$ cat config.mk
export PLATFORM = sky130hd
export DESIGN_NAME = led_pattern_rx
export DESIGN_NICKNAME = d
export VERILOG_FILES = /design/src/rtl/led_pattern_rx_pkg.sv /design/src/rtl/led_pattern_rx_pin_sync.sv /design/src/rtl/led_pattern_rx.sv
export SDC_FILE = /design/constraint.sdc
export NUM_CORES = 1
export LEC_CHECK = 0
export BUFFER_PORTS_ARGS = -buffer_cell sky130_fd_sc_hd__buf_2
export CAP_MARGIN = 20
export CORE_ASPECT_RATIO = 0.6
export CORE_MARGIN = 5
export CORE_UTILIZATION = 39
export DETAILED_ROUTE_END_ITERATION = 8
export GPL_TIMING_DRIVEN = 0
export HOLD_SLACK_MARGIN = 0.06
export PLACE_DENSITY = 0.58
export RECOVER_POWER = 25
export SLEW_MARGIN = 20
export SYNTH_ARGS = -nofsm -noshare
export SYNTH_HDL_FRONTEND = slang
export SYNTH_SLANG_ARGS = --single-unit
$ cat constraint.sdc
create_clock -name CLK -period 2.6 [get_ports CLK]
set_clock_uncertainty 0.2 [all_clocks]
set_input_delay 0.13 -clock CLK [delete_from_list [all_inputs] [get_ports CLK]]
set_output_delay 0.13 -clock CLK [all_outputs]
set_load 0.02 [all_outputs]
$ cat src/rtl/led_pattern_rx_pkg.sv
// Shared definitions for the single-pin blink protocol (receiver and LED transmitter agree on these).
package led_pattern_rx_pkg;

  typedef enum logic [1:0] {
    ST_IDLE  = 2'd0,
    ST_START = 2'd1,
    ST_DATA  = 2'd2,
    ST_STOP  = 2'd3
  } state_e;

  localparam logic        IDLE_LVL           = 1'b0;
  localparam logic        START_LVL          = 1'b1;
  localparam int unsigned DEFAULT_BIT_CYCLES = 2097152;

  function automatic logic maj3(input logic a, input logic b, input logic c);
    return (a & b) | (a & c) | (b & c);
  endfunction

endpackage

$ cat src/rtl/led_pattern_rx_pin_sync.sv
// Two-flop synchronizer for the asynchronous serial pin; reset value 0.
module pin_sync (
  input  logic clk_i,
  input  logic rst_ni,
  input  logic d_i,
  output logic q_o
);

  logic [1:0] sync_q;

  always_ff @(posedge clk_i or negedge rst_ni) begin
    if (!rst_ni) sync_q <= '0;
    else         sync_q <= {sync_q[0], d_i};
  end

  assign q_o = sync_q[1];

endmodule

$ cat src/rtl/led_pattern_rx.sv
// Serial blink-protocol receiver: start 1, WORD_W data bits MSB first, stop 0, BIT_CYCLES clocks per bit.
// Optional LED_PATTERN_RX_MAJORITY_EN: 2-of-3 vote around mid-bit instead of a single sample.
module led_pattern_rx
  import led_pattern_rx_pkg::*;
#(
  parameter int unsigned WORD_W     = 32,
  parameter int unsigned BIT_CYCLES = DEFAULT_BIT_CYCLES,
  parameter int unsigned CNT_W      = 22
) (
  input  logic              CLK,
  input  logic              RST_N,
  input  logic              PIN_IN,
  output logic [WORD_W-1:0] DATA,
  output logic              VALID,
  output logic              FRAME_ERR,
  output logic              BUSY
);

  localparam int unsigned      IDX_W    = (WORD_W > 1) ? $clog2(WORD_W) : 1;
  localparam logic [CNT_W-1:0] TMR_LAST = CNT_W'(BIT_CYCLES - 1);

  logic              s;
  logic              sample;
  logic              bit_val;
  state_e            state_q, state_d;
  logic [CNT_W-1:0]  tmr_q, tmr_d;
  logic [IDX_W-1:0]  idx_q, idx_d;
  logic [WORD_W-1:0] shift_q, shift_d;
  logic [WORD_W-1:0] data_q, data_d;
  logic              valid_q, valid_d;
  logic              ferr_q, ferr_d;

  pin_sync u_pin_sync (
    .clk_i  (CLK),
    .rst_ni (RST_N),
    .d_i    (PIN_IN),
    .q_o    (s)
  );

`ifdef LED_PATTERN_RX_MAJORITY_EN
  localparam logic [CNT_W-1:0] TMR_V0     = CNT_W'(BIT_CYCLES / 2 - 2);
  localparam logic [CNT_W-1:0] TMR_V1     = CNT_W'(BIT_CYCLES / 2 - 1);
  localparam logic [CNT_W-1:0] TMR_SAMPLE = CNT_W'(BIT_CYCLES / 2);

  logic [1:0] vote_q;

  // Two earlier samples are held so the third (live) one completes the vote at the decision point.
  always_ff @(posedge CLK or negedge RST_N) begin
    if (!RST_N) begin
      vote_q <= '0;
    end else begin
      if (tmr_q == TMR_V0) vote_q[0] <= s;
      if (tmr_q == TMR_V1) vote_q[1] <= s;
    end
  end

  assign bit_val = maj3(vote_q[0], vote_q[1], s);
`else
  localparam logic [CNT_W-1:0] TMR_SAMPLE = CNT_W'(BIT_CYCLES / 2 - 1);

  assign bit_val = s;
`endif

  assign sample = (tmr_q == TMR_SAMPLE);

  always_ff @(posedge CLK or negedge RST_N) begin
    if (!RST_N) begin
      state_q <= ST_IDLE;
      tmr_q   <= '0;
      idx_q   <= '0;
      shift_q <= '0;
      data_q  <= '0;
      valid_q <= 1'b0;
      ferr_q  <= 1'b0;
    end else begin
      state_q <= state_d;
      tmr_q   <= tmr_d;
      idx_q   <= idx_d;
      shift_q <= shift_d;
      data_q  <= data_d;
      valid_q <= valid_d;
      ferr_q  <= ferr_d;
    end
  end

  always_comb begin
    state_d = state_q;
    tmr_d   = (tmr_q == TMR_LAST) ? '0 : tmr_q + 1'b1;
    idx_d   = idx_q;
    shift_d = shift_q;
    data_d  = data_q;
    valid_d = 1'b0;
    ferr_d  = 1'b0;
    unique case (state_q)
      ST_IDLE: begin
        tmr_d = '0;
        if (s == START_LVL) state_d = ST_START;
      end
      ST_START: begin
        if (sample) begin
          if (bit_val == START_LVL) begin
            state_d = ST_DATA;
            idx_d   = IDX_W'(WORD_W - 1);
          end else begin
            state_d = ST_IDLE;
            tmr_d   = '0;
          end
        end
      end
      ST_DATA: begin
        if (sample) begin
          shift_d = (shift_q << 1) | WORD_W'(bit_val);
          if (idx_q == '0) state_d = ST_STOP;
          else             idx_d   = idx_q - 1'b1;
        end
      end
      ST_STOP: begin
        if (sample) begin
          state_d = ST_IDLE;
          tmr_d   = '0;
          if (bit_val == IDLE_LVL) begin
            data_d  = shift_q;
            valid_d = 1'b1;
          end else begin
            ferr_d  = 1'b1;
          end
        end
      end
      default: state_d = ST_IDLE;
    endcase
  end

  assign DATA      = data_q;
  assign VALID     = valid_q;
  assign FRAME_ERR = ferr_q;
  assign BUSY      = (state_q != ST_IDLE);

endmodule
# Word-level counts from Yosys, hierarchy flattened
# Cells that the tools add are included.
word_totals:
  register_bits: 97
  output_inout_bits: 35
  input_bits: 3
  word_cells: 55
classes:
  mux: 23
  n_bitwise: 2
  n_eq_ne: 12
  add_sub_neg: 2
  n_reduce_logical: 8
ops:
  columns: ["op", "n"]
  rows:
  - ["22-bit two-way mux", 4]
  - ["22-bit case mux with 3 select lines", 1]
  - ["32-bit by 1-bit bitwise OR with 32-bit output", 1]
  - ["22-bit by 1-bit adder with 22-bit output, second input constant", 1]
  - ["22-bit by 20-bit == test with 1-bit output, second input constant", 1]
  - ["22-bit by 21-bit == test with 1-bit output, second input constant", 1]
  - ["5-bit two-way mux", 4]
  - ["2-bit two-way mux", 6]
  - ["2-bit != test, second input constant", 5]
  - ["5-bit case mux with 2 select lines", 1]
  - ["5-bit AND reduction", 2]
  - ["2-bit case mux with 4 select lines", 1]
  - ["1-bit two-way mux", 6]
  - ["5-bit zero test", 1]
  - ["5-bit by 1-bit subtractor with 5-bit output, second input constant", 1]
  - ["2-bit == test, second input constant", 2]
  - ["2-bit by 1-bit != test with 1-bit output, second input constant", 2]
  - ["2-bit nonzero test", 2]
  - ["3-bit AND reduction", 1]
  - ["2-bit by 1-bit == test with 1-bit output, second input constant", 1]
  - ["2-bit zero test", 1]
  - ["2-bit AND reduction", 1]
  - ["1-bit NOT", 1]

# Depth between registers and ports, before layout
depth:
  ltp_word: 5
  depth_mapped: 7
  ltp_nobuf: 7

# Cells and area by module
# From an unflattened synthesis, not the netlist that was laid out.
unflattened:
  hier_cells: 309
  area_unflattened_um2: 4207.8
by_module_without_submodules:
  columns: ["module", "seq_area_each_um2", "n_inst", "area_per_inst_um2", "cells_per_inst"]
  rows:
  - ["led_pattern_rx", 2377.3, 1, 4157.7, 307]
  - ["pin_sync", 50.0, 1, 50.0, 2]

# Worst setup path after synthesis
# Ideal clock, no wire load.
synth_timing:
  path_type: "reg2reg"
  startpoint: "reg tmr_q[0]"
  endpoint: "reg shift_q[14]"
  setup_slack_ns: 0.506
  stages_incl_launch_ff: 8
  arrival_ns: 1.770
  path_buffers: 2
  required_time_ns: 2.275
  setup_ns: 0.125
  path_cell_list: "dfrtp_1 -> ha_1 -> and3_1 -> buf_2 -> nand4_1 -> nor3_4 -> buf_6 -> mux2_2"
synth_via:
  elab_chain_cells: 2
synth_lines:
  columns: ["element", "line_no", "rtl"]
  rows:
  - ["start, declared", "led_pattern_rx.sv:26", "logic [CNT_W-1:0] tmr_q, tmr_d;"]
  - ["start signal, assigned", "led_pattern_rx.sv:77", "tmr_q <= tmr_d;"]
  - ["22-bit by 20-bit == test with 1-bit output", "led_pattern_rx.sv:64", "assign sample = (tmr_q == TMR_SAMPLE);"]
  - ["2-bit AND reduction (no source line)", null, null]
  - ["end signal, assigned", "led_pattern_rx.sv:79", "shift_q <= shift_d;"]
  - ["end, declared", "led_pattern_rx.sv:28", "logic [WORD_W-1:0] shift_q, shift_d;"]
# No other way between the ends.
# A chain may end at the register's enable or synchronous reset.

# Final worst setup path
layout_timing:
  startpoint: "reg tmr_q[0]"
  endpoint: "reg shift_q[24]"
# The elaborated chain is that of the path after synthesis.

==> impl_results.md <==
* Setup slack after placement at about 0.17 ns
* ANT cells at 0
* Sinks on Clock Net at 97
* Gate count after technology mapping at 310
* Min-Delay Path Class: reg2reg
* Final TNS setup at 0 ns
* Post-layout net count at 368
* # Max-Cap Violations at 0
* Vias in the first global route at 2474
* Outcome: complete, no violations
* Clock slew seen by the registers of the worst setup and hold paths at approximately 0.070 ns
* Part of the Yosys area used for sequential elements at 0.582
* Total number of vias at 2426
* Worst-Skew Late Latency at between 0.3 and 0.4 ns
* GR Util All Layers at 0.122
* Remaining routing DRC violations at 0
* Fin. Hold Viols at 0
* Ratio of final minimum period to clock period at 0.915
* Starting density of the core at 0.396
* Register-to-register path setup slack at 0.22 ns
* Total of flip-flops plus latches after synthesis at 97
* Worst Tran Pin Value at 1.09 ns
* Worst rel slew slack at 0.275
* Core ar. at roughly 0.011 mm²
* Number of nets produced by synthesis at between 300 and 400
* Fraction of final layout cells with drive strength greater than 1 at 0.362
* Chip Width at 143 µm
* Power spent charging and discharging nets at 737 µW
* Share of total power in the clock network at 0.418
* Critical Path End Type: flip-flop
* Power density over the cells at 629 mW/mm²
* Minimum clock period after layout at 2.38 ns
* Leakage at 0.00250 µW
* Crit start category: flip-flop
* Post-DR vias/cell at 4.79
* Flop pwr share at 0.532
* Mean cell area of the mapped netlist at 13.5 µm²
* Summed instance area of the synthesized netlist at 0.00417 mm²
* Area of all placed cells without fillers at 0.00485 mm²
* Data required time at the worst endpoint at 2.63 ns
* Number of max-slew violations in the final report at 0
* Worst-case setup margin in the final layout at 0.220 ns
* Number of port buffers at 37
* Inserted Clock Buffers at 9
* Worst EP arrival at 2.41 ns
* Worst Setup Path Type: reg2reg
* Max FO, Critical Path at 10
* Wire length after detailed routing at between 7000 and 8000 µm
* Estimated wirelength of the detail-placed design at 4930 µm
* Setup repair after global routing missed its margin: false
* Detailed-routing iteration count for the pre-antenna-repair pass at 4
* Maximum ir drop on the vdd rail at 0.334 mV
* Detailed Route Iter0 Violations at 78
* Fraction of power consumed by combinational cells at 0.050
* Placement-stage cell area at 0.00456 mm²
* Switching portion of total power at 0.241
* Number of warning messages in the yosys log at 0
* Overflow left after global routing at 0
* Standard-cell row count at 29
* Number of H-tree levels at 3
* Internal power at 2320 µW
* Antenna violations before repair at 0
* Pin count of the biggest net entering global routing at 82
* Clock tree root buffer cell: clkbuf_16
* Area of the die at 0.0129 mm²
* Worst hold slack at approximately 0.15 ns
* Layout overhead on the synthesized area at 16.4%
* WL/cell at 14.5 µm
* Distinct cells, synth at 35
* Final GP Congestion at 0.752
* Clock tree from TritonCTS: built
* Peak Freq at 420 MHz
* Final setup viols at 0
* CTS Buffer Depth at 2
* Count of nets left with antenna violations after detail routing at 0
* Wire length of the first global-routing pass at 12600 µm
* I/O pin cnt at 38
* Die boundary height at ~90 µm
-- cells by family after synthesis --
kind of cell,after synthesis,share of synthesized area
adder cells (fa/ha/maj),3,0.00900
flip-flops,97,0.582
buffers and inverters,20,0.0303
multiplexers,64,0.200
AND/OR/NAND/NOR,87,0.111
XOR/XNOR,18,0.0378
AO/OA/AOI/OAI,21,0.0303
-- worst max-delay path, stage by stage, from the launching register on --
cell and delay (ns):
dfrtp_1 0.38, ha_1 0.21, and3_1 0.16, buf_2 0.16, nand4_1 0.24, nor3_4 0.36, buf_6 0.21, mux2_2 0.35
-- power groups by stage --
stage,Sequential (µW),Combinational [µW],Clock [µW]
after floorplan,1640,103,0
after CTS,1620,162,1320
after global placement,1650,148,0
final,1620,153,1280
after detailed placement,1650,157,0
after global routing,1630,182,1380
-- flip-flops by register name (all words and copies together) (netlist names), named ones only --
signal             cells
u_pin_sync.sync_q      2
tmr_q                 22
state_q                1
shift_q               32
idx_q                  5
DATA                  32
VALID                  1
FRAME_ERR              1
-- path summary, 6_finish.rpt --
path | from | end | depth (start not counted)
max in group asynchronous | RST_N | tmr_q[11] | 3
setup / recovery | tmr_q[0] | shift_q[24] | 7
min in group asynchronous | RST_N | idx_q[0] | 3
hold reg to reg | u_pin_sync.sync_q[0] | u_pin_sync.sync_q[1] | 0
hold / removal | u_pin_sync.sync_q[0] | u_pin_sync.sync_q[1] | 0
setup reg to reg | tmr_q[0] | shift_q[24] | 7
-- stage by stage --
stage	utilization	power, µW	instances
after global routing	0.461	3190	506
after global placement	0.430	1800	486
after detailed placement	0.434	1810	487
after CTS	0.464	3110	506
final	0.461	3050	506
after floorplan	-	1740	310
-- Yosys cell counts --
cell type	n	area [µm²]
or3_1	1	6.26
ha_1	3	37.5
nand4_2	1	12.5
dfrtp_1	97	2430
nand4_1	6	37.5
nor4_1	2	12.5
nor3_2	1	10.0
and4_1	3	26.3
nand3_1	17	85.1
inv_1	7	26.3
o31ai_2	1	12.5
nor3_1	6	30.0
clkbuf_1	2	7.51
mux2_4	30	450
mux2_2	31	349
or2_2	2	12.5
a211oi_1	1	7.51
xor2_1	9	78.8
nor2_1	32	120
o41ai_1	1	8.76
nand4b_4	1	23.8
nor2b_1	2	12.5
a31oi_1	2	12.5
nand2_1	9	33.8
buf_2	5	25.0
buf_6	6	67.6
nor3_4	1	16.3
a21oi_1	10	50.1
a21o_1	1	7.51
or4b_2	1	10.0
o31ai_1	1	7.51
and3_1	2	12.5
o21ai_0	4	20.0
xnor2_1	9	78.8
mux2_1	3	33.8
-- final cells by class --
class                   count  area (µm²)
clock inverters             6        47.5
multi-input cells         193        1620
inverters                   7        26.3
repair buffers             41         221
plain buffers              13         100
clock buffers              10         239
fillers                   984        5670
flip-flops and latches     97        2430
well taps                 139         174
-- timing repair --
item,in CTS,in global routing
hold buffers,3,0
resized for setup,0,0
buffers inserted,0,0
endpoints found under the hold margin,98,0
-- layer usage --
| layer | wire [µm] | up-vias | track usage |
|---|---|---|---|
| met2 | 3070 | 26 | 0.164 |
| met3 | 217 | 9 | 0.0408 |
| met1 | 3950 | 1201 | 0.183 |
| met4 | 106 | 0 | 0.0400 |
| met5 | 0 | - | 0 |
| li1 | - | 1190 | - |
-- cells in the final DEF, fill, tap and decap left out, types with 2 or more instances in the layout --
cell	netlist	final
a31oi_1	2	2
nand3_1	17	17
clkbuf_1	2	3
xnor2_1	9	9
dfrtp_1	97	97
clkbuf_16	0	9
and4_1	3	3
or2_2	2	2
buf_2	5	41
dlygate4sd3_1	0	3
ha_1	3	3
o21ai_0	4	4
xor2_1	9	9
nor2b_1	2	2
nor2_1	32	32
clkinv_2	0	2
inv_1	7	7
buf_6	6	6
nor3_1	6	6
nand2_1	9	9
mux2_1	3	3
nand4_1	6	6
inv_6	0	3
mux2_2	31	31
and3_1	2	2
mux2_4	30	30
nor4_1	2	2
a21oi_1	10	10
Note: power is estimated with default switching activity, not from simulation.
